===== config.mk =====
export PLATFORM = sky130hd
export DESIGN_NAME = fir_stream_arbiter_flat
export DESIGN_NICKNAME = d
export VERILOG_FILES = /design/src/rtl/fir_stream_arbiter_if.sv /design/src/rtl/fir_stream_arbiter.sv /design/src/flat_wrapper.sv
export SDC_FILE = /design/constraint.sdc
export NUM_CORES = 1
export LEC_CHECK = 0
export CORE_AREA = 2 2 81 83
export DETAILED_ROUTE_END_ITERATION = 8
export DIE_AREA = 0 0 83 85
export PLACE_DENSITY = 0.86
export SYNTH_ARGS = -nofsm -noshare
export SYNTH_HDL_FRONTEND = slang
export SYNTH_SLANG_ARGS = --single-unit
export TNS_END_PERCENT = 10

===== constraint.sdc =====
create_clock -name s00_axis_aclk -period 4 [get_ports s00_axis_aclk]
set_clock_uncertainty 0.15 [all_clocks]
set_input_delay 1.2 -clock s00_axis_aclk [delete_from_list [all_inputs] [get_ports s00_axis_aclk]]
set_output_delay 1.2 -clock s00_axis_aclk [all_outputs]
set_load 0.02 [all_outputs]

===== src/rtl/fir_stream_arbiter_if.sv =====
// AXI-Stream bundle shared by every port of fir_stream_arbiter.
//   tdata  : sample word
//   tvalid : producer has a beat
//   tlast  : last beat of a packet
//   tready : consumer accepts the beat
// master drives tdata/tvalid/tlast, slave drives tready.
interface fir_stream_arbiter_if #(
  parameter int DATA_WIDTH = 32
);
  logic [DATA_WIDTH-1:0] tdata;
  logic                  tvalid;
  logic                  tlast;
  logic                  tready;

  modport master (output tdata, output tvalid, output tlast, input tready);
  modport slave  (input tdata, input tvalid, input tlast, output tready);
endinterface


===== src/rtl/fir_stream_arbiter.sv =====
// Shares one FIR filter between two AXI-Stream sources. Whole packets are
// granted round-robin; the owner of each granted packet is queued in a tag
// FIFO so the filter's output packets can be steered back to the right sink.
//
// Ports:
//   s00_axis_aclk    : clock for every stream
//   s00_axis_aresetn : async active-low reset
//   s00_axis (slave) : channel 0 source samples
//   s01_axis (slave) : channel 1 source samples
//   m00_axis (master): to filter input
//   s02_axis (slave) : filter output (already scaled)
//   m01_axis (master): channel 0 filtered result
//   m02_axis (master): channel 1 filtered result
//
// Grant FSM:
//   state | meaning
//   IDLE  | arbitration cycle, no source connected to the filter
//   GNT0  | channel 0 packet passes through to the filter
//   GNT1  | channel 1 packet passes through to the filter
module fir_stream_arbiter #(
  parameter int DATA_WIDTH = 32,
  parameter int TAG_DEPTH  = 4
) (
  input logic                  s00_axis_aclk,
  input logic                  s00_axis_aresetn,
  fir_stream_arbiter_if.slave  s00_axis,
  fir_stream_arbiter_if.slave  s01_axis,
  fir_stream_arbiter_if.master m00_axis,
  fir_stream_arbiter_if.slave  s02_axis,
  fir_stream_arbiter_if.master m01_axis,
  fir_stream_arbiter_if.master m02_axis
);

  localparam int AW    = $clog2(TAG_DEPTH);
  localparam int CNT_W = AW + 1;

  typedef enum logic [1:0] {
    IDLE = 2'd0,
    GNT0 = 2'd1,
    GNT1 = 2'd2
  } state_t;

  state_t           state, next_state;
  logic             last_served, next_last_served;
  logic             push, pop, grant_ch;

  logic [AW-1:0]    wr_ptr, rd_ptr;
  logic [CNT_W-1:0] count;
  logic             tag_mem [TAG_DEPTH];
  logic             fifo_full, fifo_empty, head_tag;

  logic [DATA_WIDTH-1:0] src_tdata;
  logic                  src_tlast, src_tvalid;
  logic                  s00_rdy, s01_rdy;
  logic                  ret_ready;

  assign fifo_full  = (count == CNT_W'(TAG_DEPTH));
  assign fifo_empty = (count == '0);
  assign head_tag   = tag_mem[rd_ptr];

  // state register
  always_ff @(posedge s00_axis_aclk or negedge s00_axis_aresetn) begin
    if (!s00_axis_aresetn) begin
      state       <= IDLE;
      last_served <= 1'b1;
    end else begin
      state       <= next_state;
      last_served <= next_last_served;
    end
  end

  // next-state logic; the tag push happens on the edge leaving IDLE
  always_comb begin
    next_state       = state;
    next_last_served = last_served;
    push             = 1'b0;
    grant_ch         = 1'b0;
    case (state)
      IDLE: begin
        if (!fifo_full && (s00_axis.tvalid || s01_axis.tvalid)) begin
          if (s00_axis.tvalid && s01_axis.tvalid) begin
            grant_ch         = ~last_served;
            next_last_served = ~last_served;
          end else begin
            grant_ch = s01_axis.tvalid;
          end
          push       = 1'b1;
          next_state = grant_ch ? GNT1 : GNT0;
        end
      end
      GNT0: if (s00_axis.tvalid && m00_axis.tready && s00_axis.tlast) next_state = IDLE;
      GNT1: if (s01_axis.tvalid && m00_axis.tready && s01_axis.tlast) next_state = IDLE;
      default: next_state = IDLE;
    endcase
  end

  // outputs: zero-latency passthrough of the granted source
  always_comb begin
    src_tdata  = s00_axis.tdata;
    src_tlast  = s00_axis.tlast;
    src_tvalid = 1'b0;
    s00_rdy    = 1'b0;
    s01_rdy    = 1'b0;
    case (state)
      GNT0: begin
        src_tvalid = s00_axis.tvalid;
        s00_rdy    = m00_axis.tready;
      end
      GNT1: begin
        src_tdata  = s01_axis.tdata;
        src_tlast  = s01_axis.tlast;
        src_tvalid = s01_axis.tvalid;
        s01_rdy    = m00_axis.tready;
      end
      default: ;
    endcase
  end

  assign m00_axis.tdata  = src_tdata;
  assign m00_axis.tlast  = src_tlast;
  assign m00_axis.tvalid = src_tvalid;
  assign s00_axis.tready = s00_rdy;
  assign s01_axis.tready = s01_rdy;

  // return path steered by the FIFO head tag
  assign ret_ready       = !fifo_empty && (head_tag ? m02_axis.tready : m01_axis.tready);
  assign s02_axis.tready = ret_ready;
  assign m01_axis.tvalid = !fifo_empty && !head_tag && s02_axis.tvalid;
  assign m02_axis.tvalid = !fifo_empty &&  head_tag && s02_axis.tvalid;
  assign m01_axis.tdata  = s02_axis.tdata;
  assign m01_axis.tlast  = s02_axis.tlast;
  assign m02_axis.tdata  = s02_axis.tdata;
  assign m02_axis.tlast  = s02_axis.tlast;

  assign pop = s02_axis.tvalid && ret_ready && s02_axis.tlast;

  // tag FIFO pointers; TAG_DEPTH is a power of two so pointers wrap naturally
  always_ff @(posedge s00_axis_aclk or negedge s00_axis_aresetn) begin
    if (!s00_axis_aresetn) begin
      wr_ptr <= '0;
      rd_ptr <= '0;
      count  <= '0;
    end else begin
      if (push) wr_ptr <= wr_ptr + 1'b1;
      if (pop)  rd_ptr <= rd_ptr + 1'b1;
      case ({push, pop})
        2'b10:   count <= count + 1'b1;
        2'b01:   count <= count - 1'b1;
        default: ;
      endcase
    end
  end

  // storage is only read when count says the entry is live, so no reset
  always_ff @(posedge s00_axis_aclk) begin
    if (push) tag_mem[wr_ptr] <= grant_ch;
  end

endmodule


===== src/flat_wrapper.sv =====
// flat-port wrapper written by rule: the top's interface ports become plain ports
module fir_stream_arbiter_flat 
#(
  parameter int DATA_WIDTH = 32,
  parameter int TAG_DEPTH  = 4
)
  (s00_axis_aclk, s00_axis_aresetn, s00_axis_tdata, s00_axis_tvalid, s00_axis_tlast, s00_axis_tready, s01_axis_tdata, s01_axis_tvalid, s01_axis_tlast, s01_axis_tready, m00_axis_tdata, m00_axis_tvalid, m00_axis_tlast, m00_axis_tready, s02_axis_tdata, s02_axis_tvalid, s02_axis_tlast, s02_axis_tready, m01_axis_tdata, m01_axis_tvalid, m01_axis_tlast, m01_axis_tready, m02_axis_tdata, m02_axis_tvalid, m02_axis_tlast, m02_axis_tready);
  fir_stream_arbiter_if #(.DATA_WIDTH(DATA_WIDTH)) s00_axis_i ();
  fir_stream_arbiter_if #(.DATA_WIDTH(DATA_WIDTH)) s01_axis_i ();
  fir_stream_arbiter_if #(.DATA_WIDTH(DATA_WIDTH)) m00_axis_i ();
  fir_stream_arbiter_if #(.DATA_WIDTH(DATA_WIDTH)) s02_axis_i ();
  fir_stream_arbiter_if #(.DATA_WIDTH(DATA_WIDTH)) m01_axis_i ();
  fir_stream_arbiter_if #(.DATA_WIDTH(DATA_WIDTH)) m02_axis_i ();
  input logic s00_axis_aclk;
  input logic s00_axis_aresetn;
  input wire logic [$bits(s00_axis_i.tdata)-1:0] s00_axis_tdata;
  input wire logic [$bits(s00_axis_i.tvalid)-1:0] s00_axis_tvalid;
  input wire logic [$bits(s00_axis_i.tlast)-1:0] s00_axis_tlast;
  output wire logic [$bits(s00_axis_i.tready)-1:0] s00_axis_tready;
  input wire logic [$bits(s01_axis_i.tdata)-1:0] s01_axis_tdata;
  input wire logic [$bits(s01_axis_i.tvalid)-1:0] s01_axis_tvalid;
  input wire logic [$bits(s01_axis_i.tlast)-1:0] s01_axis_tlast;
  output wire logic [$bits(s01_axis_i.tready)-1:0] s01_axis_tready;
  output wire logic [$bits(m00_axis_i.tdata)-1:0] m00_axis_tdata;
  output wire logic [$bits(m00_axis_i.tvalid)-1:0] m00_axis_tvalid;
  output wire logic [$bits(m00_axis_i.tlast)-1:0] m00_axis_tlast;
  input wire logic [$bits(m00_axis_i.tready)-1:0] m00_axis_tready;
  input wire logic [$bits(s02_axis_i.tdata)-1:0] s02_axis_tdata;
  input wire logic [$bits(s02_axis_i.tvalid)-1:0] s02_axis_tvalid;
  input wire logic [$bits(s02_axis_i.tlast)-1:0] s02_axis_tlast;
  output wire logic [$bits(s02_axis_i.tready)-1:0] s02_axis_tready;
  output wire logic [$bits(m01_axis_i.tdata)-1:0] m01_axis_tdata;
  output wire logic [$bits(m01_axis_i.tvalid)-1:0] m01_axis_tvalid;
  output wire logic [$bits(m01_axis_i.tlast)-1:0] m01_axis_tlast;
  input wire logic [$bits(m01_axis_i.tready)-1:0] m01_axis_tready;
  output wire logic [$bits(m02_axis_i.tdata)-1:0] m02_axis_tdata;
  output wire logic [$bits(m02_axis_i.tvalid)-1:0] m02_axis_tvalid;
  output wire logic [$bits(m02_axis_i.tlast)-1:0] m02_axis_tlast;
  input wire logic [$bits(m02_axis_i.tready)-1:0] m02_axis_tready;
  assign s00_axis_i.tdata = s00_axis_tdata;
  assign s00_axis_i.tvalid = s00_axis_tvalid;
  assign s00_axis_i.tlast = s00_axis_tlast;
  assign s00_axis_tready = s00_axis_i.tready;
  assign s01_axis_i.tdata = s01_axis_tdata;
  assign s01_axis_i.tvalid = s01_axis_tvalid;
  assign s01_axis_i.tlast = s01_axis_tlast;
  assign s01_axis_tready = s01_axis_i.tready;
  assign m00_axis_tdata = m00_axis_i.tdata;
  assign m00_axis_tvalid = m00_axis_i.tvalid;
  assign m00_axis_tlast = m00_axis_i.tlast;
  assign m00_axis_i.tready = m00_axis_tready;
  assign s02_axis_i.tdata = s02_axis_tdata;
  assign s02_axis_i.tvalid = s02_axis_tvalid;
  assign s02_axis_i.tlast = s02_axis_tlast;
  assign s02_axis_tready = s02_axis_i.tready;
  assign m01_axis_tdata = m01_axis_i.tdata;
  assign m01_axis_tvalid = m01_axis_i.tvalid;
  assign m01_axis_tlast = m01_axis_i.tlast;
  assign m01_axis_i.tready = m01_axis_tready;
  assign m02_axis_tdata = m02_axis_i.tdata;
  assign m02_axis_tvalid = m02_axis_i.tvalid;
  assign m02_axis_tlast = m02_axis_i.tlast;
  assign m02_axis_i.tready = m02_axis_tready;
  fir_stream_arbiter #(.DATA_WIDTH(DATA_WIDTH), .TAG_DEPTH(TAG_DEPTH)) u_core (.s00_axis_aclk(s00_axis_aclk), .s00_axis_aresetn(s00_axis_aresetn), .s00_axis(s00_axis_i), .s01_axis(s01_axis_i), .m00_axis(m00_axis_i), .s02_axis(s02_axis_i), .m01_axis(m01_axis_i), .m02_axis(m02_axis_i));
endmodule

Word level (Yosys, flattened, before mapping)
Memories as Yosys holds them, arrays and structs flattened.
Cells that the tools add are included.
{"block": "word_totals", "n_memories": 1, "mem_bits_rw": 4, "output_inout_bits": 105, "register_bits": 10, "elab_cells": 62, "in_bits": 107}
{"block": "classes", "n_eq_ne": 8, "n_mux": 21, "add_sub_neg": 4, "n_reduce_logical": 22, "bitwise": 1}
{"name": "u_core.tag_mem", "depth": 4, "width": 1, "read_ports": 1, "rd_clocked_by_memory_dff": 0, "write_ports": 1, "line": "fir_stream_arbiter.sv:49", "text": "logic tag_mem [TAG_DEPTH];"}
{"cell": "2-to-1 mux 32 bit", "n": 1}
{"cell": "logical AND 1 bit", "n": 13}
{"cell": "2-to-1 mux 1 bit", "n": 13}
{"cell": "2-to-1 mux 2 bit", "n": 4}
{"cell": "inequality test 2 x 1 -> 1 bit, second input constant", "n": 3}
{"cell": "case mux 2 bit (3 select lines)", "n": 1}
{"cell": "case mux 3 bit (2 select lines)", "n": 1}
{"cell": "AND reduction 3 bit", "n": 2}
{"cell": "adder 2 x 1 -> 2 bit, second input constant", "n": 2}
{"cell": "equality test 2 x 1 -> 1 bit, second input constant", "n": 2}
{"cell": "equality test 2 bit, second input constant", "n": 2}
{"cell": "adder 3 x 1 -> 3 bit, second input constant", "n": 1}
{"cell": "equality test 3 bit, second input constant", "n": 1}
{"cell": "zero test 1 bit", "n": 3}
{"cell": "zero test 3 bit", "n": 1}
{"cell": "subtractor 3 x 1 -> 3 bit, second input constant", "n": 1}
{"cell": "zero test 2 bit", "n": 1}
{"cell": "case mux 1 bit (2 select lines)", "n": 1}
{"cell": "nonzero test 2 bit", "n": 1}
{"cell": "logical OR 1 bit", "n": 1}
{"cell": "inverter 1 bit", "n": 1}

Logic depth before layout (Yosys ltp)
{"block": "logic_depth", "word_depth": 8, "mapped_depth": 12, "depth_no_buf": 11}

Worst setup path after synthesis
Ideal clock, no wire load.
{"block": "synth_path", "kind": "input -> output", "from": "input port s01_axis_tvalid", "to": "output port m00_axis_tvalid", "slack_ps": 1063, "t_required_ps": 2650, "n_path_buf": 0, "cell_stages": 2, "t_arrival_ps": 1587, "path_cell_list": "a22oi_1 > nor2b_1"}
{"block": "synth_via", "elab_chain_len": 1}
{"item": "start: declaration", "line": "flat_wrapper.sv:21", "text": "input wire logic [$bits(s01_axis_i.tvalid)-1:0] s01_axis_tvalid;"}
{"item": "case mux 1 bit (2 select lines)", "line": "fir_stream_arbiter.sv:104", "text": "case (state)"}
{"item": "end: declaration", "line": "flat_wrapper.sv:25", "text": "output wire logic [$bits(m00_axis_i.tvalid)-1:0] m00_axis_tvalid;"}
No other way between the ends.

Worst setup path after layout
Ends and elaborated chain as after synthesis.

==> impl_metrics.json <==
{
  "status": "finished clean",
  "overflow": 0,
  "syn_area_sq_mm": 0.00175,
  "max_slew_margin_pct": 69.1,
  "cp.arrival_ns": 2.54,
  "path_class": "input port to primary output",
  "firstDrtPassIters": 4,
  "grt_max_degree": 37,
  "cts_buffers": 3,
  "slew_viol_final": 0,
  "syn_nets": 302,
  "final_core_util_pct": 41.3,
  "num_io_pins": 212,
  "max_freq_mhz": 257,
  "cts_sinks": 14,
  "synthFlopType": "dfrtp_1",
  "routed_wl_microns": 4600,
  "syn_to_final_growth_pct": 46.4,
  "period_needed_ns": 3.89,
  "die-height_microns": 85,
  "grt_pass1_wl_microns": 7120,
  "power.leakage_nw": 1.01,
  "cts_max_level": 1,
  "syn_area_per_cell_sq_um": 9.41,
  "diodes": 0,
  "vias_per_cell": 4.20,
  "ant_nets": 0,
  "synth_cells": 186,
  "place_congestion": 0.744,
  "worst_ep_required_time_ns": 2.65,
  "yosysTopAreaCell": "buf_4",
  "cts-root-buf": "clkbuf_8",
  "core_area_sq_mm": 0.00620,
  "pre_cts_ws_ns": 0.107,
  "cap_violations": 0,
  "drive_gt1_share_pct": 18.5,
  "grt_pass1_vias": 1399,
  "clkLatencyLatePin_ns": 0.25,
  "fin_cells": 315,
  "crit_chain": "clkdlybuf4s50_1 -> a22oi_1 -> nor2b_1 -> clkdlybuf4s50_1",
  "hold_path.class": "register to register",
  "setup_slack_ns": 0.109,
  "crit_buf_inv": 2,
  "vias": 1324,
  "vdd_drop_max_mv": 0.234,
  "cp-start-kind": "input port",
  "initial_utilization_pct": 28.2,
  "end_kind": "primary output",
  "cp_max_fo": 2,
  "finalPower_mw": 1.22,
  "synth_most_common_cell": "buf_4",
  "drtIter0Drc": 54,
  "finalHoldViolCount": 0,
  "cp_top_family": "buffers and inverters",
  "wl_per_cell_microns": 14.6,
  "dp_hpwl_microns": 3870,
  "cts_setup_buffers": 0,
  "fin_tns_setup_ns": 0,
  "synth_common_cells": "buf_4, mux2_2, dfrtp_1, inv_1, ha_1",
  "io_buffers": 115,
  "synth-edff-count": 4,
  "die_w_microns": 83,
  "finalCritPeriodShare_pct": 97.3,
  "dieArea_sq_mm": 0.00706,
  "tritoncts": "done",
  "synth_seq_cells": 14,
  "crit_top_cell": "clkdlybuf4s50_1",
  "worst_slew_pin_slew_ns": 0.461,
  "yosys_warnings": 0,
  "nets": 355,
  "rsz0062_at_grt": "no",
  "postPlaceCellArea_sq_mm": 0.00251,
  "clkTransAtPathRegs_ns": 0.06,
  "setup_viol": 0,
  "slowest_stage": "clkdlybuf4s50_1",
  "synth.area.top_cells": "buf_4, mux2_2, dfrtp_1, edfxtp_1, ha_1",
  "seq_area_frac_synth_pct": 21.2,
  "grt_usage_pct": 12.6,
  "powerDensity_mw_per_mm2": 475,
  "antenna_found_initial": 0,
  "ctsResizeCount": 0,
  "placedCellCount": 311,
  "yosysUniqueCellTypes": 28,
  "drc_errors": 0,
  "async_flop_share_pct": 71.4,
  "whs_ns": 0.342,
  "critPathMaxStageDelay_ns": 0.63,
  "final_cell_area_sq_mm": 0.00256,
  "hold_buffers": 0,
  "clockBufferDepth": 2,
  "fp-row-count": 29,
  "netlist.area_leader.share_pct": 28.3
}
## sequential cells by signal, summed over array words and instances, names as in the netlist
name,cells
u_core.last_served,1
u_core.state,2
u_core.rd_ptr,2
u_core.count,3
u_core.wr_ptr,2
u_core.tag_mem,4
## layer usage
metal | vias to the layer above | global-route usage [%] | wire length, microns
li1 | 656 | - | -
met5 | - | 0 | 0
met4 | 0 | 4.32 | 45
met2 | 83 | 22.1 | 2340
met3 | 4 | 3.79 | 414
met1 | 581 | 14.7 | 1800
## layout make-up
cell class	count	area, sq um
inverters	9	33.8
repair buffers	119	1180
fillers	601	3640
well taps	77	96.3
clock buffers	4	55.1
flip-flops and latches	14	372
multi-input cells	92	825
## final timing paths
check,slack (ns),end,depth (start not counted),startpoint
setup reg to reg,1.51,u_core.count[2],10,u_core.rd_ptr[1]
setup / recovery,0.11,m00_axis_tvalid,4,s01_axis_tvalid
max in group asynchronous,2.24,u_core.last_served,1,s00_axis_aresetn
hold reg to reg,0.34,u_core.last_served,1,u_core.last_served
hold / removal,0.34,u_core.last_served,1,u_core.last_served
min in group asynchronous,1.12,u_core.rd_ptr[1],1,s00_axis_aresetn
## where the power goes
group | switching (mW) | total, mW | leakage (nW) | internal, mW
sequential | 0.0522 | 0.271 | 0.158 | 0.219
clock | 0.0524 | 0.140 | 0.0288 | 0.0873
combinational | 0.377 | 0.806 | 0.820 | 0.429
## placed cells by master (no fill, tap or decap)
cell type        instances
o2bb2ai_1                1
mux2i_1                  6
dfstp_2                  1
o31ai_1                  1
mux2_2                  33
a32o_1                   1
nor3_1                   1
nand3_1                  3
and2_1                   6
clkbuf_8                 4
clkdlybuf4s50_1        115
nor3b_2                  1
nand2_1                  5
xor2_1                   3
inv_1                    9
nor2_1                   7
a22oi_1                  2
o21ai_0                  4
ha_1                     8
fa_1                     1
a211oi_2                 1
nand2b_1                 1
buf_4                    4
xnor2_1                  3
nand3b_1                 1
nor2b_1                  2
dfrtp_1                  9
a21oi_1                  1
edfxtp_1                 4
## cell families after synthesis
logic type / after synthesis / share of synthesized area, %
buffers and inverters: 80 / 31.7
multiplexers: 39 / 24.7
AND/OR/NAND/NOR: 27 / 8.08
flip-flops: 14 / 21.2
AO/OA/AOI/OAI: 11 / 4.50
adder cells (fa/ha/maj): 9 / 6.86
XOR/XNOR: 6 / 3.00
No activity file was read; power rests on OpenSTA's default activity.
